===== src/rtl/compensation_buffer.sv =====
// Banked store of per-PE compensation weights: serial column-major fill, one column per read beat.
// COMP_BUF_PINGPONG_EN selects two banks (overlapped load/preload); undefined gives a single bank.
module compensation_buffer #(
  parameter int unsigned ROWS = 8,
  parameter int unsigned COLS = 3,
  parameter int unsigned CW_W = 3
) (
  input  logic                     clk,
  input  logic                     rst,
  input  logic                     wr_valid,
  output logic                     wr_ready,
  input  logic [CW_W-1:0]          wr_data,
  input  logic                     wr_col_end,
  output logic                     rd_valid,
  input  logic                     rd_ready,
  output logic [ROWS*CW_W-1:0]     rd_data,
  output logic [$clog2(COLS)-1:0]  rd_col,
  output logic                     rd_last
);

`ifdef COMP_BUF_PINGPONG_EN
  localparam int unsigned NumBanks = 2;
`else
  localparam int unsigned NumBanks = 1;
`endif
  localparam int unsigned RowW = (ROWS > 1) ? $clog2(ROWS) : 1;
  localparam int unsigned ColW = $clog2(COLS);

  logic [CW_W-1:0]     mem_q [NumBanks][ROWS][COLS];
  logic [NumBanks-1:0] full_q, full_d;
  logic [RowW-1:0]     wrow_q;
  logic [ColW-1:0]     wcol_q, rcol_q;
  logic                wbank, rbank;
  logic                wr_acc, col_adv, tile_done, rd_hs, rd_done;

  assign wr_ready  = !full_q[wbank];
  assign rd_valid  = full_q[rbank];
  assign rd_col    = rcol_q;
  assign rd_last   = rd_valid && (rcol_q == ColW'(COLS - 1));
  assign wr_acc    = wr_valid && wr_ready;
  // A write on the last row with col_end set still advances only once.
  assign col_adv   = wr_ready && (wr_col_end || (wr_valid && (wrow_q == RowW'(ROWS - 1))));
  assign tile_done = col_adv && (wcol_q == ColW'(COLS - 1));
  assign rd_hs     = rd_valid && rd_ready;
  assign rd_done   = rd_hs && rd_last;

`ifdef COMP_BUF_PINGPONG_EN
  logic wbank_q, rbank_q;

  always_ff @(posedge clk or posedge rst) begin
    if (rst) begin
      wbank_q <= 1'b0;
      rbank_q <= 1'b0;
    end else begin
      if (tile_done) wbank_q <= !wbank_q;
      if (rd_done)   rbank_q <= !rbank_q;
    end
  end

  assign wbank = wbank_q;
  assign rbank = rbank_q;
`else
  assign wbank = 1'b0;
  assign rbank = 1'b0;
`endif

  // Completion and release never target the same bank: one needs it empty, the other full.
  always_comb begin
    full_d = full_q;
    if (tile_done) full_d[wbank] = 1'b1;
    if (rd_done)   full_d[rbank] = 1'b0;
  end

  always_ff @(posedge clk or posedge rst) begin
    if (rst) begin
      full_q <= '0;
      wrow_q <= '0;
      wcol_q <= '0;
      rcol_q <= '0;
    end else begin
      full_q <= full_d;
      if (col_adv) begin
        wrow_q <= '0;
        wcol_q <= tile_done ? '0 : wcol_q + 1'b1;
      end else if (wr_acc) begin
        wrow_q <= wrow_q + 1'b1;
      end
      if (rd_hs) rcol_q <= rd_last ? '0 : rcol_q + 1'b1;
    end
  end

  always_ff @(posedge clk or posedge rst) begin
    if (rst) begin
      for (int b = 0; b < int'(NumBanks); b++)
        for (int r = 0; r < int'(ROWS); r++)
          for (int c = 0; c < int'(COLS); c++)
            mem_q[b][r][c] <= '0;
    end else begin
      // Clearing on release keeps skipped entries of the next tile at zero.
      if (rd_done)
        for (int r = 0; r < int'(ROWS); r++)
          for (int c = 0; c < int'(COLS); c++)
            mem_q[rbank][r][c] <= '0;
      if (wr_acc) mem_q[wbank][wrow_q][wcol_q] <= wr_data;
    end
  end

  always_comb begin
    rd_data = '0;
    for (int r = 0; r < int'(ROWS); r++)
      rd_data[r*CW_W +: CW_W] = mem_q[rbank][r][rcol_q];
  end

endmodule


===== config.mk =====
export PLATFORM = sky130hd
export DESIGN_NAME = compensation_buffer
export DESIGN_NICKNAME = d
export VERILOG_FILES = /design/src/rtl/compensation_buffer.sv
export SDC_FILE = /design/constraint.sdc
export NUM_CORES = 1
export LEC_CHECK = 0
export CORE_ASPECT_RATIO = 0.7
export CORE_UTILIZATION = 40
export CTS_CLUSTER_DIAMETER = 60
export DETAILED_ROUTE_END_ITERATION = 12
export PLACE_DENSITY = 0.68
export REMOVE_ABC_BUFFERS = 1
export SYNTH_ARGS = -nofsm -noshare
export SYNTH_HDL_FRONTEND = slang
export SYNTH_SLANG_ARGS = --single-unit

===== constraint.sdc =====
create_clock -name clk -period 2.5 [get_ports clk]
set_input_delay 0.5 -clock clk [delete_from_list [all_inputs] [get_ports clk]]
set_output_delay 0.5 -clock clk [all_outputs]
set_load 0.01 [all_outputs]

==> results by group <==
Global route
  • Total GRT Usage: a little over a fifth
  • Vias in the first global route: 3147
  • Initial antenna violation count: 0
  • Aggregate global routing overflow: 0
  • First-pass GRT wire length: 16500 µm
  • Largest net degree at the start of global routing: a little under 60

Cells and area
  • Share of cells above drive strength 1: about a tenth
  • Post-route non-filler standard cell count: 592
  • Final net count: 469
  • Commonest cells after routing, fill and taps aside: nand2_1, dfrtp_1, mux2i_1
  • Final instance area: 4940 µm²
  • Area Overhead vs Synth: 22.6%
  • # diodes: 0
  • Commonest non-fill, non-tap cell in the layout: nand2_1

STA
  • Setup Skew: 0.00640 ns
  • Final number of max-transition violations: 0
  • Final min period: 2.41 ns
  • Slew @ Worst Pin: around 0.6 ns
  • Final setup TNS: 0 ns
  • Final Setup Violations: 0
  • Final cycle utilization of the critical path: 96.5%
  • FMAX: 415 MHz
  • Final Hold Viols: 0
  • Fin worst setup slack: 0.0882 ns
  • Relative slew slack: 60.8%

CTS
  • Root buffer cell: clkbuf_16
  • Post-CTS repair timing setup buffer count: 0
  • Clock-pin slew on the worst setup and hold paths: ~0.06 ns
  • CTS max path bufs: 2
  • CTS tree: done
  • CTS HTree Levels: 3
  • Num CTS Buffers: 9
  • Sink Count: 80
  • Later-pin clock latency in the skew report: 0.34 ns

Yosys
  • Synth cell types: 31
  • Ys Warns: 0
  • Largest area contributor in the netlist: dfrtp_1
  • Mean Syn Cell Area: 9.59 µm²
  • Top FF cell, synth: dfrtp_1
  • Largest family of logic cells by synthesized area: multiplexers
  • Xor/xnor share of the synthesized area: 0%
  • Top-area cell type share of the netlist area: 49.7%
  • Simple-Gate Fraction of Synth Area: 19.1%
  • Complex-gate fraction of the synthesized area: 6.87%
  • EDFF count, synth: 0
  • Top cells by area, synth: dfrtp_1, mux2i_1, nand2_1, o21ai_0, nand3_1
  • Synth Area in Adders: 0.621%
  • Ys async rst share: 100%
  • #FFs+latches synth: 80
  • Sequential fraction of the synthesis area: around half
  • Mux share of post-synthesis cell area: 19.9%
  • Post-Syn Area: 4030 µm²
  • Synth Instances: 420

Floorplanning
  • Die Area: 10500 µm²
  • Die Height: 86.0 µm
  • Starting density of the core: roughly two fifths
  • Row count: 30
  • I/O pin count: 37
  • Overall die width: between 100 and 150 µm
  • Core area: roughly 9700 µm²

Worst setup path
  • Worst-path maximum fanout: 21
  • Crit path arrival time: 1.91 ns
  • Worst reg2reg path depth: 5
  • Critical path depth: 4
  • WP buf/inv: 2
  • Crit start category: flop
  • Data required, critical path: ~2 ns
  • Setup CP Type: flop to output port
  • Flop2flop setup slack: ~0.6 ns
  • Worst setup path start: rd_col[1]$_DFFE_PP0N_
  • Endpoint type of the worst setup path: output port
  • Slowest cell on the critical path: clkdlybuf4s50_1
  • R2r endpoint: wcol_q[0]$_DFFE_PP0P_
  • Reg2reg start: wrow_q[0]$_DFFE_PP0P_
  • CP top delay family: buffers and inverters
  • CP endpoint: rd_data[9]
  • Max incr delay on CP: about 0.56 ns
  • Critical path, cell by cell: buf_8, mux2i_1, o21ai_0, clkdlybuf4s50_1

Detailed routing
  • Via density: approximately 5.4
  • Final WL: 10100 µm
  • DRT Pass-1 Iters: 5
  • WL/cell: 17.1 µm
  • Routed Antenna Nets: 0
  • 1st-iter DRT viols: 272
  • Total number of vias: around 3.2k
  • DRC: 0

Place
  • Post-DP Area: 4590 µm²
  • DP Worst Slack: between 0.2 and 0.3 ns
  • IO Port Bufs: 36
  • RD Place Congestion: 0.799
  • Hpwl dp: 6310 µm
  • Inst Count DP: 575

Power
  • Static leakage: 2.22 nW
  • Worst ir drop on vdd: 0.000404 V
  • Final Total Pwr: a little over 5 mW
  • PwrDens: 1030 nW/µm²

Hold path
  • Worst min-delay path class: flop to flop

Run
  • Max-cap viol count: 0

Status
  • Outcome: complete, no violations
==> how the worst min path moves through the flow <==
stage / from / end / slack [ns] / depth (start not counted)
after floorplan: mem_q[6]$_DFF_PP0_ / mem_q[6]$_DFF_PP0_ / 0.49 / 2
after global placement: mem_q[9]$_DFF_PP0_ / mem_q[9]$_DFF_PP0_ / 0.51 / 2
after detailed placement: mem_q[6]$_DFF_PP0_ / mem_q[6]$_DFF_PP0_ / 0.52 / 2
after CTS: mem_q[6]$_DFF_PP0_ / mem_q[6]$_DFF_PP0_ / 0.53 / 2
after global routing: mem_q[36]$_DFF_PP0_ / mem_q[36]$_DFF_PP0_ / 0.53 / 2
final: mem_q[29]$_DFF_PP0_ / mem_q[29]$_DFF_PP0_ / 0.52 / 2
==> state kept, by name, summed over array words and instances, names as in the netlist <==
signal and cells:
wcol_q 2, mem_q 72, rd_valid 1, wrow_q 3, rd_col 2
==> tightest hold or removal path, stage by stage (launching register included) <==
cell     delay, ns
dfrtp_1       0.37
nand2_1       0.06
mux2i_1       0.06
==> what timing repair did <==
item	CTS	global route
cloned	0	1
endpoints found under the setup margin	2	23
gates resized for setup	1	7
hold buffers	0	0
==> metal layers <==
layer	global-route usage (%)	routed length (µm)	vias up	share of wire [%]
li1	-	-	1506	-
met1	29.4	4940	1593	49
met2	30.9	4510	89	45
met3	4.65	532	9	5.3
met4	8.19	123	0	1.2
met5	0	0	-	0
==> logic make-up after synthesis <==
group	Yosys count
AO/OA/AOI/OAI	52
adder cells (fa/ha/maj)	2
buffers and inverters	38
flip-flops	80
multiplexers	80
AND/OR/NAND/NOR	168
==> report_power, final <==
group	internal [mW]	total [mW]	leakage [nW]	switching, mW
clock network	0.875	1.40	0.150	0.522
registers	1.62	1.91	1.09	0.292
logic	0.815	1.77	0.979	0.957
total	3.31	5.08	2.22	1.77
==> cells in the mapped netlist, types with 2 or more instances <==
cell type,n
nand2_1,111
dfrtp_1,80
mux2i_1,79
o21ai_0,43
clkbuf_1,22
nand3_1,19
nor2_1,12
buf_2,7
inv_1,6
and2_1,3
clkinv_1,3
nand3b_1,3
nor2_2,3
nor3b_1,3
o21ai_1,3
o41ai_1,3
and3_1,2
ha_1,2
nand2b_1,2
nand4bb_1,2
nor4bb_1,2
==> final cells by class <==
type                            instances  area, µm²
Fill cell                             877       4780
Inverter                                9       33.8
Clock inverter                          5       81.3
Clock buffer                           11        233
Multi-Input combinational cell        302       1880
Timing Repair Buffer                   57        546
Tap cell                              128        160
Sequential cell                        80       2000
==> metrics by stage <==
stage | hold WS (ns) | utilization, %
after detailed placement | 0.516 | 47.2
after global routing | 0.535 | 50.8
after floorplan | 0.493 | -
after CTS | 0.526 | 50.5
final | 0.525 | 50.8
after global placement | 0.510 | 47.2
(Power assumes the default switching activity.)
